`src/rtl/axis_pkt_gen.sv`:
```
// AXI-Stream packet generator: on start, emits pkt_len beats counting up from seed,
// flags the last beat with tlast, then pulses done and bumps a packet counter.
module axis_pkt_gen #(
    parameter int DATA_WIDTH = 8,
    parameter int LEN_WIDTH  = 16
) (
    input  logic                  clk,
    input  logic                  rst_n,
    input  logic                  start,
    input  logic [LEN_WIDTH-1:0]  pkt_len,
    input  logic [DATA_WIDTH-1:0] seed,
    output logic                  busy,
    output logic                  done,
    output logic [15:0]           pkt_count,
    output logic                  m_axis_tvalid,
    input  logic                  m_axis_tready,
    output logic [DATA_WIDTH-1:0] m_axis_tdata,
    output logic                  m_axis_tlast
);

    typedef enum logic {
        IDLE = 1'b0,
        SEND = 1'b1
    } state_e;

    state_e                state_q;
    logic [LEN_WIDTH-1:0]  len_q;
    logic [LEN_WIDTH-1:0]  beat_q;
    logic [DATA_WIDTH-1:0] data_q;
    logic                  tvalid_q;
    logic                  tlast_q;
    logic                  busy_q;
    logic                  done_q;
    logic [15:0]           cnt_q;

    logic [LEN_WIDTH-1:0]  beat_d;
    logic                  tlast_d;

    // Look-ahead so tlast is registered together with the beat it marks.
    assign beat_d  = beat_q + LEN_WIDTH'(1);
    assign tlast_d = (beat_d == len_q - LEN_WIDTH'(1));

    // NOTE: every register here is state, so all assignments are non-blocking.
    always_ff @(posedge clk) begin
        if (!rst_n) begin
            state_q  <= IDLE;
            len_q    <= '0;
            beat_q   <= '0;
            data_q   <= '0;
            tvalid_q <= 1'b0;
            tlast_q  <= 1'b0;
            busy_q   <= 1'b0;
            done_q   <= 1'b0;
            cnt_q    <= '0;
        end else begin
            done_q <= 1'b0;
            unique case (state_q)
                IDLE: begin
                    if (start && (pkt_len != '0)) begin
                        state_q  <= SEND;
                        len_q    <= pkt_len;
                        beat_q   <= '0;
                        data_q   <= seed;
                        tvalid_q <= 1'b1;
                        tlast_q  <= (pkt_len == LEN_WIDTH'(1));
                        busy_q   <= 1'b1;
                    end
                end
                SEND: begin
                    // Without a handshake nothing moves, which holds the beat stable.
                    if (m_axis_tready) begin
                        if (tlast_q) begin
                            state_q  <= IDLE;
                            tvalid_q <= 1'b0;
                            tlast_q  <= 1'b0;
                            busy_q   <= 1'b0;
                            done_q   <= 1'b1;
                            cnt_q    <= cnt_q + 16'd1;
                        end else begin
                            beat_q  <= beat_d;
                            data_q  <= data_q + DATA_WIDTH'(1);
                            tlast_q <= tlast_d;
                        end
                    end
                end
                default: state_q <= IDLE;
            endcase
        end
    end

    assign busy          = busy_q;
    assign done          = done_q;
    assign pkt_count     = cnt_q;
    assign m_axis_tvalid = tvalid_q;
    assign m_axis_tdata  = data_q;
    assign m_axis_tlast  = tlast_q;

endmodule

```
`config.mk`:
```
export PLATFORM = sky130hd
export DESIGN_NAME = axis_pkt_gen
export DESIGN_NICKNAME = d
export VERILOG_FILES = /design/src/rtl/axis_pkt_gen.sv
export SDC_FILE = /design/constraint.sdc
export NUM_CORES = 1
export LEC_CHECK = 0
export CAP_MARGIN = 20
export CORE_MARGIN = 5
export CORE_UTILIZATION = 54
export CTS_CLUSTER_SIZE = 40
export DETAILED_ROUTE_END_ITERATION = 7
export PLACE_DENSITY = 0.81
export SYNTH_ARGS = -nofsm -noshare
export SYNTH_HDL_FRONTEND = slang
export SYNTH_SLANG_ARGS = --single-unit
```
`constraint.sdc`:
```
create_clock -name clk -period 3 [get_ports clk]
set_input_delay 0.45 -clock clk [delete_from_list [all_inputs] [get_ports clk]]
set_output_delay 0.45 -clock clk [all_outputs]
set_load 0.01 [all_outputs]
```
==> results.yml <==
logic_synthesis:
  synth_top_area_frac: 0.350
  ys_warn_count: 0
  ys_seq_elements: 60
  synthFlopType: "dfxtp_1"
  synth.most_common_cell: "dfxtp_1"
  syn-instance-count: 406
  synth_area_leaders: "dfxtp_1 (35%), xnor2_1 (10%), nor2b_1 (5.3%)"
  synth_edf_count: 0
  avgSynthCellArea_um2: 8.44
  synth_common_cells: "dfxtp_1 (60), xnor2_1 (40), nor2b_1 (29)"
  syn_area_mm2: 0.00343
  synth_seq_area_share: 0.350
  synthesis.nets: 438
  ys_types: 46
  ys_async_sr_fraction: 0
  synth_top_area_cell: "dfxtp_1"
detailed_routing:
  wl_per_cell_um: 15.1
  drt_iter0_drc: 144
  num_vias: 2993
  dr.pass1.iters: 5
  totalWireLength_um: 8120
  drc: 0
  via_per_inst: 5.55
  drtAntennaViolNets: 0
clock_network:
  clk_pin_slew_ns: 0.07
  hold_buffers: 0
  clk_latency_ns: 0.35
  numCtsBuffers: 9
  cts.sinks: 60
  cts_setup_buffers: 0
  cts_tree: "yes"
  cts_htree_levels: 3
  cts_buffer_depth: 2
  post_cts_resized: 0
  root_buffer: "clkbuf_8"
grt:
  grt_max_degree: 61
  grt_pass1_wl_um: 12800
  grt_overflow: 0
  grt_antenna_before_repair: 0
  first_global_vias: 2791
  track_usage: 0.208
sta:
  slew_headroom: 0.617
  tightestPinTransition_ns: 0.571
  hold_violations: 0
  fin_skew_ns: 0.00809
  whs_ns: 0.494
  timing.final.ws_setup_ns: 0.479
  finalCriticalPeriod_ns: 2.52
  finalCritPeriodShare: 0.840
  finalSetupViolCount: 0
  final_max_slew_viol_count: 0
  fmax_mhz: 397
  rsz0062_at_grt: "no"
  setup-tns-final_ns: 0
worst_setup_path:
  critPathRequiredTime_ns: 3.27
  arrival_ns: 2.80
  criticalPathCategory: "flip-flop to flip-flop"
  r2r_end: "m_axis_tlast"
  critPathLaunchType: "flip-flop"
  ff2ff_setup_slack_ns: 0.48
  path_delay_family: "simple AND/OR/NAND/NOR gates"
  cp_num_buf_inv: 0
  cp-endpoint: "m_axis_tlast"
  reg2reg_from: "beat_q[0]"
  cp_slowest_stage_delay_ns: 0.56
  r2r_cells: 8
  crit_chain: "ha_1, nand3_1, nor3_1, xnor2_1, xnor2_1, nor4_1, nand4_1, o31ai_2"
  startpoint: "beat_q[0]"
  worst-path-stages: 8
  cp_common_cell: "xnor2_1"
  cp-end-kind: "flip-flop"
  slowest_stage: "nor3_1"
  path_max_fanout: 6
job:
  cap_viol_max_count: 0
power:
  ir_worst_vdd_mv: 0.307
  leakagePower_nw: 1.60
  power_density_mw_per_mm2: 459
cells_and_area:
  area_delta_synth_final_pct: 23.2
  drive_gt1_frac: 0.0693
  nets: 489
  nFillCells: 523
  diodes: 0
  design_area_mm2: 0.00423
die:
  die_h_um: 89.7
  start_util: 0.546
  rows: 29
  core_area_mm2: 0.00628
  die_area_mm2: 0.00804
  ioPinCount: 56
  dieWidth_um: 89.7
place:
  io_buffers: 55
  place_area_mm2: 0.00402
  dpl_worst_slack_ns: 0.366
  hpwl_um: 5820
  gp_congestion: 0.868
hold_path:
  min-delay-path-class: "flip-flop to flip-flop"
run_status:
  outcome: "complete, no violations"
-- state kept, by name, indices dropped and copies added (netlist names) --
register	count
busy	1
len_q	16
pkt_count	16
beat_q	16
done	1
state_q	1
m_axis_tlast	1
m_axis_tdata	8
-- kinds of logic after synthesis --
kind of cell / count (synthesis) / synth area share
adders and majority gates: 4 / 0.0146
DFF: 60 / 0.350
AOI/OAI and AO/OA: 65 / 0.120
and+or+nand+nor: 175 / 0.289
buffers and inverters: 30 / 0.0358
muxes: 16 / 0.0467
xor gates and xnor gates: 56 / 0.143
-- worst min-delay path: stages, from the launching register on --
cell	delay, ns
dfxtp_1	0.33
nand2_1	0.05
a21boi_0	0.06
-- stage by stage --
step | instances | total power, W | utilization
global route | 539 | 0.00203 | 0.673
global placement | 523 | 0.00120 | 0.641
floorplan | 406 | 0.00110 | -
CTS | 539 | 0.00196 | 0.673
finish | 539 | 0.00194 | 0.673
detailed placement | 523 | 0.00121 | 0.641
-- layer usage --
layer	part of all wire	track usage
met1	0.44	0.251
met2	0.48	0.350
met3	0.059	0.0502
met4	0.021	0.0934
met5	0	0
-- power by group --
part           internal, W  switching [W]
Combinational     0.000177       0.000162
Sequential        0.000822      0.0000383
Clock             0.000404       0.000336
Total              0.00140       0.000536
-- layout by cell type, fill, tap and decap left out, types with 16 or more instances in the layout --
| cell type | instances |
|---|---|
| nor2b_1 | 29 |
| xor2_1 | 16 |
| nand3_1 | 27 |
| o21ai_0 | 19 |
| nand2_1 | 25 |
| nor2_1 | 16 |
| xnor2_1 | 40 |
| clkdlybuf4s50_1 | 55 |
| mux2i_1 | 16 |
| and2_1 | 26 |
| dfxtp_1 | 60 |
-- layout make-up --
class / count / area [um2] / share of cell area
Multi-Input combinational cell: 316 / 2100 / 0.498
Tap cell: 77 / 96.3 / 0.0228
Sequential cell: 60 / 1200 / 0.284
Timing Repair Buffer: 59 / 581 / 0.137
Inverter: 11 / 41.3 / 0.00977
Clock buffer: 10 / 138 / 0.0326
Clock inverter: 6 / 63.8 / 0.0151
-- worst min path at each step --
stage,startpoint,to,slack (ns),depth (start not counted)
2_1_floorplan,beat_q[1],beat_q[1],0.48,2
3_3_place_gp,pkt_count[15],pkt_count[15],0.47,2
3_5_place_dp,busy,busy,0.49,2
4_1_cts,busy,busy,0.50,2
5_1_grt,busy,busy,0.52,2
6_report,busy,busy,0.49,2
No activity file was read; power rests on OpenSTA's default activity.
